<file path="config.mk">
export PLATFORM = sky130hd
export DESIGN_NAME = sw_pattern_seq
export DESIGN_NICKNAME = d
export VERILOG_FILES = /design/src/rtl/sw_pattern_seq.sv
export SDC_FILE = /design/constraint.sdc
export NUM_CORES = 1
export LEC_CHECK = 0
export CAP_MARGIN = 20
export CORE_MARGIN = 1.5
export CORE_UTILIZATION = 30
export CTS_BUF_LIST = sky130_fd_sc_hd__clkbuf_4
export DETAILED_ROUTE_END_ITERATION = 10
export SLEW_MARGIN = 25
export SYNTH_ARGS = -nofsm -noshare
export SYNTH_HDL_FRONTEND = slang
export SYNTH_SLANG_ARGS = --single-unit
</file>
<file path="constraint.sdc">
create_clock -name clk -period 3.2 [get_ports clk]
set_input_delay 0.96 -clock clk [delete_from_list [all_inputs] [get_ports clk]]
set_output_delay 0.96 -clock clk [all_outputs]
set_load 0.02 [all_outputs]
</file>
<file path="src/rtl/sw_pattern_seq.sv">
// Switch-pattern capture/playback controller: mirrors synchronised switches onto
// the LEDs, snapshots them into a small store on button presses and replays them.
module sw_pattern_seq #(
  parameter int DEPTH       = 4,
  parameter int TICK_CYCLES = 50_000_000,
  parameter int DB_CYCLES   = 1_000_000
) (
  input  logic       clk,
  input  logic       rst,
  input  logic [7:0] sw,
  input  logic       btn_save,
  input  logic       btn_play,
  input  logic       btn_clr,
  output logic [7:0] led,
  output logic [4:0] count,
  output logic [3:0] slot,
  output logic       playing,
  output logic       full
);

  localparam int AW = $clog2(DEPTH);
  localparam int TW = $clog2(TICK_CYCLES);
  localparam int CW = $clog2(DB_CYCLES + 1);
  localparam logic [4:0]    DEPTH_C   = 5'(DEPTH);
  localparam logic [TW-1:0] TICK_LAST = TW'(TICK_CYCLES - 1);
  localparam logic [CW-1:0] DB_LAST   = CW'(DB_CYCLES - 1);

  typedef enum logic {LIVE, PLAY} state_e;

  logic [7:0]         sw_meta_q, sw_s_q;
  logic [2:0]         btn_raw, btn_meta_q, btn_sync_q, btn_db_q, armed_q, press_q;
  logic [2:0][CW-1:0] db_cnt_q;
  logic [1:0]         settle_q;

  assign btn_raw = {btn_clr, btn_play, btn_save};

  // A button is armed once it has been seen released with valid synchroniser
  // data, so a button held across reset cannot fire until pressed again.
  always_ff @(posedge clk) begin
    // NOTE: every register in a clocked block uses <= so all of them sample
    // pre-edge values; blocking here would create order-dependent logic.
    if (rst) begin
      sw_meta_q  <= '0;
      sw_s_q     <= '0;
      btn_meta_q <= '0;
      btn_sync_q <= '0;
      btn_db_q   <= '0;
      armed_q    <= '0;
      press_q    <= '0;
      db_cnt_q   <= '0;
      settle_q   <= '0;
    end else begin
      sw_meta_q  <= sw;
      sw_s_q     <= sw_meta_q;
      btn_meta_q <= btn_raw;
      btn_sync_q <= btn_meta_q;
      if (settle_q != 2'd2) settle_q <= settle_q + 2'd1;
      for (int b = 0; b < 3; b++) begin
        press_q[b] <= 1'b0;
        if (settle_q == 2'd2 && !btn_sync_q[b]) armed_q[b] <= 1'b1;
        if (btn_sync_q[b] == btn_db_q[b]) begin
          db_cnt_q[b] <= '0;
        end else if (db_cnt_q[b] == DB_LAST) begin
          db_cnt_q[b] <= '0;
          btn_db_q[b] <= ~btn_db_q[b];
          press_q[b]  <= ~btn_db_q[b] & armed_q[b];
        end else begin
          db_cnt_q[b] <= db_cnt_q[b] + CW'(1);
        end
      end
    end
  end

  // Only the highest-priority pulse acts: clr > play > save.
  logic clr_p, play_p, save_p;
  assign clr_p  = press_q[2];
  assign play_p = press_q[1] & ~press_q[2];
  assign save_p = press_q[0] & ~press_q[1] & ~press_q[2];

  state_e        state_q;
  logic [7:0]    led_q;
  logic [4:0]    count_q;
  logic [3:0]    slot_q, slot_d;
  logic [TW-1:0] tick_q;
  logic [7:0]    store_q [DEPTH];
  logic          store_we;

  always_comb begin
    slot_d   = ({1'b0, slot_q} == count_q - 5'd1) ? 4'd0 : slot_q + 4'd1;
    store_we = (state_q == LIVE) && save_p && (count_q < DEPTH_C);
  end

  // NOTE: the pattern store has no reset; slots at or above count are never
  // read, so clearing them would only add reset fan-out.
  always_ff @(posedge clk) begin
    if (store_we) store_q[count_q[AW-1:0]] <= sw_s_q;
  end

  always_ff @(posedge clk) begin
    if (rst) begin
      state_q <= LIVE;
      led_q   <= '0;
      count_q <= '0;
      slot_q  <= '0;
      tick_q  <= '0;
    end else begin
      case (state_q)
        LIVE: begin
          led_q <= sw_s_q;
          if (clr_p) begin
            count_q <= '0;
          end else if (play_p) begin
            if (count_q != 5'd0) begin
              state_q <= PLAY;
              slot_q  <= '0;
              tick_q  <= '0;
              led_q   <= store_q[0];
            end
          end else if (save_p && count_q < DEPTH_C) begin
            count_q <= count_q + 5'd1;
          end
        end
        PLAY: begin
          if (clr_p || play_p) begin
            state_q <= LIVE;
            slot_q  <= '0;
            tick_q  <= '0;
            if (clr_p) count_q <= '0;
          end else if (tick_q == TICK_LAST) begin
            tick_q <= '0;
            slot_q <= slot_d;
            led_q  <= store_q[slot_d[AW-1:0]];
          end else begin
            tick_q <= tick_q + TW'(1);
          end
        end
        default: state_q <= LIVE;
      endcase
    end
  end

  assign led     = led_q;
  assign count   = count_q;
  assign slot    = slot_q;
  assign playing = (state_q == PLAY);
  assign full    = (count_q == DEPTH_C);

endmodule

</file>
### After elaboration in Yosys (flattened, before gate mapping)

Memory sizes are Yosys's and may differ from the RTL's.
Cells that the tools add are included.

* memories kept: 1
* logic and storage cells: 127
* memory bits (writable): 32
* bits in registers: 137
* output and inout port bits: 19
* bits of input ports: 13

Memories
* store_q: depth 4, bits a word 8, read ports 2, clocked after Yosys merged registers in 0, wr ports 1, RTL line 85 `logic [7:0] store_q [DEPTH];`

* reductions and logical operators: 24
* bitwise operators: 18
* eq/ne operators: 21
* $lt $le $gt $ge: 1
* add/subtract/negate cells: 8
* mux-type cells: 32

Operators with widths (number)
* 26-bit 2-to-1 mux: 5
* 20-bit by 1-bit adder with 20-bit output, second input constant: 3
* 20-bit == test, second input constant: 3
* 26-bit case mux with 2 select lines: 1
* 8-bit 2-to-1 mux: 5
* 26-bit by 1-bit adder with 26-bit output, second input constant: 1
* 26-bit == test, second input constant: 1
* 5-bit 2-to-1 mux: 5
* 4-bit 2-to-1 mux: 6
* 3-bit OR reduction: 6
* 8-bit case mux with 2 select lines: 1
* 1-bit inverter: 12
* 2-bit inequality test, second input constant: 5
* 5-bit case mux with 2 select lines: 1
* 4-bit case mux with 2 select lines: 1
* 2-bit AND reduction: 4
* 4-bit AND reduction: 2
* 1-bit bitwise AND: 6
* 1-bit logical AND: 6
* 1-bit 2-to-1 mux: 6
* 2-bit by 1-bit inequality test with 1-bit output, second input constant: 3
* 5-bit by 1-bit adder with 5-bit output, second input constant: 1
* 4-bit by 5-bit == test with 1-bit output: 1
* 5-bit by 3-bit == test with 1-bit output, second input constant: 1
* other kinds (14): 18

### Depth between registers and ports, before layout

* depth in word-level cells: 8
* gate-level depth with buffers: 8
* mapped depth without buffers: 7

### Least setup slack after synthesis

OpenSTA, ideal clock, no wires.

* path kind: reg-to-output
* start point: register count_q[0] (netlist: count[0])
* end point: output full
* arrival: 1458 ps
* required time: 2240 ps
* path slack: 782 ps
* stages on the path, launching flop included: 4
* path through: dfxtp_1 -> inv_1 -> ha_1 -> nor4bb_1

* cells in the longest elaborated chain, start to end: 1

RTL lines
* from (decl): RTL line 82 `logic [4:0] count_q;`
* from (signal assigned): RTL line 120 `count_q <= count_q + 5'd1;`
* 5-bit by 3-bit == test with 1-bit output: RTL line 146 `assign full = (count_q == DEPTH_C);`
* to (decl): RTL line 18 `output logic full`

No other way between the ends.

### Worst setup path after layout

Same ends and word-level chain as after synthesis.

==> flow_summary.ini <==
[run_status]
outcome = complete, no violations

[die]
core_area_um2 = 23700
ios = 32
fp.dieH_um = 159
fp.dieW_um = 159
fp-row-count = 56
initial_utilization = 0.309
dieArea_um2 = 25300

[synth]
syn-instance-count = 762
synth-seq-cells = 169
syn-num-nets = 785
syn_avg_cell_area_um2 = 9.60
yosys_warnings = 0
netlist_area_um2 = 7310
ys_seq_area_frac = 0.507
synth_cell_types = 51

[route]
drt-met1-wl_um = 7220
vias_per_cell = 4.75
routed-wl-met2_um = 6540
vias = 5316
wl_met3_um = 595
routed_wl_um = 14500
dr.pass1.iters = 4
drc = 0
ant_nets = 0
first_iter_violations = 333
routedWlPerCell_um = 13.0
top_layer = met4

[timing]
fmax_ghz = 0.335
final.setup.tns_ns = 0
tightest_slew_ns = 0.724
min_period_ns = 2.98
whs_ns = 0.450
finalSetupViolCount = 0
final_hold_viol_count = 0
fin_crit_sh = 0.932
slew_violations = 0
worst_clock_skew_ns = 0.0220
slew_headroom = 0.517
grt_setup_unrepaired = no

[run]
cap_violations = 0

[critical_path]
crit_buf_inv = 2
end_kind = output port
cp_max_fo = 7
crit_type = reg2out
cpMaxStageDelayCell = dfxtp_1
crit_chain = inv_1 > ha_1 > nor4bb_1 > dlygate4sd2_1
arrival_ns = 2.02
cp_data_required_time_ns = 2.24
crit_family = buffers and inverters
start_kind = register
critPathMaxStageDelay_ns = 0.42

[grt]
antenna_found_initial = 0
track_usage = 0.118
grt_pass1_vias = 4999
grt_max_degree = 28
grt_pass1_wl_um = 24600
grt_overflow = 0

[pwr]
p_leak_nw = 2.60
power_density_nw_per_um2 = 449
ir_drop_mv = 0.223

[final_layout]
drive_gt1_frac = 0.0613
diodes = 0
final_cell_mix = dfxtp_1, nor2_1, nand3_1
layout_commonest_cell = dfxtp_1
num-nets-final = 810
areaGrowthSynthToFinish_pct = 12.8

[min_path]
min_path_type = reg2reg

[clock_network]
numCtsBuffers = 17
cts_tree = done
path_clk_slew_ns = 0.13
cts_hold_buf = 0
h-tree-depth = 4
clock_latency_ns = 0.56
numClockSinks = 169
clockBufferDepth = 2
cts-root-buf = clkbuf_4

[placed_design]
dp_hpwl_um = 9990
gp_congestion = 0.778
io_buffers = 31
-- logic make-up after synthesis --
group | after synthesis | share of synthesized area
xor gates and xnor gates | 76 | 0.0931
AOI/OAI and AO/OA | 75 | 0.0671
buffers and inverters | 48 | 0.0274
adders and majority gates | 10 | 0.0171
and+or+nand+nor | 364 | 0.261
muxes | 20 | 0.0274
DFF | 169 | 0.507
-- registers in the layout, summed over array words and instances (netlist names), 4 cells and up --
name / count
tick_q: 26
db_cnt_q: 60
sw_s_q: 8
sw_meta_q: 8
store_q: 32
count: 5
slot: 4
led: 8
-- per-layer routing --
layer	global-route usage	vias up
met3	0.0320	14
met5	0	-
li1	-	2735
met2	0.183	71
met4	0.0352	0
met1	0.160	2496
-- final cells by class --
cell class              instances  area (um2)
fillers                      2481       15400
well taps                     319         399
clock inverters                15         190
repair buffers                 39         364
flip-flops and latches        169        3700
inverters                      15        56.3
clock buffers                  17         128
multi-input cells             545        3410
-- synthesized netlist by cell type (all sizes together) --
master | number | area [um2]
a211oi | 3 | 22.5
a21o | 3 | 22.5
a21oi | 17 | 85.1
a221o | 8 | 80.1
a2bb2oi | 2 | 17.5
a311oi | 4 | 35.0
a31oi | 15 | 93.8
a32oi | 1 | 8.76
a41oi | 2 | 17.5
and2 | 8 | 50.1
and3 | 11 | 68.8
and4 | 13 | 114
buf | 8 | 50.1
clkbuf | 25 | 93.8
dfxtp | 137 | 2740
edfxtp | 32 | 961
ha | 10 | 125
inv | 15 | 56.3
mux2i | 20 | 200
nand2 | 46 | 173
nand2b | 11 | 68.8
nand3 | 53 | 265
nand4 | 19 | 134
nand4b | 1 | 8.76
nor2 | 114 | 430
nor2b | 23 | 144
nor3 | 24 | 130
nor3b | 4 | 30.0
nor4 | 12 | 75.1
nor4b | 6 | 58.8
nor4bb | 3 | 30.0
o211ai | 2 | 15.0
o21a | 1 | 7.51
o21ai | 17 | 85.1
or3 | 7 | 48.8
or4 | 5 | 41.3
or4b | 3 | 30.0
or4bb | 1 | 11.3
xnor2 | 40 | 350
xor2 | 35 | 307
xor3 | 1 | 23.8
-- worst reg2reg max path: cells and delay by family, from the launching register on --
family          cells  cell delay, ns
simple gates        3            1.05
compound gates      2            0.60
flops               1            0.51
fa+ha+maj           1            0.26
buf+inv             1            0.11
-- metrics by stage --
step            util  std cells  power, W  worst slack, ns  area [um2]
6_report       0.348       1119   0.00370            0.219        8250
5_1_grt        0.348       1119   0.00387           0.0776        8250
4_1_cts        0.348       1119   0.00375            0.162        8250
3_5_place_dp   0.335       1087   0.00241            0.510        7930
3_3_place_gp   0.335       1087   0.00240            0.541        7930
2_1_floorplan      -        762   0.00236            0.782        7310
-- final timing paths --
path	startpoint	endpoint	slack, ns	depth (start not counted)
setup / recovery	count[0]	full	0.22	4
hold / removal	btn_meta_q[0]	btn_sync_q[0]	0.45	1
setup reg to reg	count[0]	tick_q[15]	0.63	7
hold reg to reg	btn_meta_q[0]	btn_sync_q[0]	0.45	1
-- where the power goes --
| part | internal (W) | total [W] | switching, W |
|---|---|---|---|
| sequential | 0.00221 | 0.00223 | 0.0000233 |
| clock | 0.000559 | 0.00135 | 0.000788 |
| combinational | 0.0000613 | 0.000128 | 0.0000666 |
-- timing repair --
action	4_1_cts	5_1_grt
resized for setup	1	0
buffers inserted	0	0
endpoints found under the setup margin	1	0
Power figures use the tool's default switching activity.
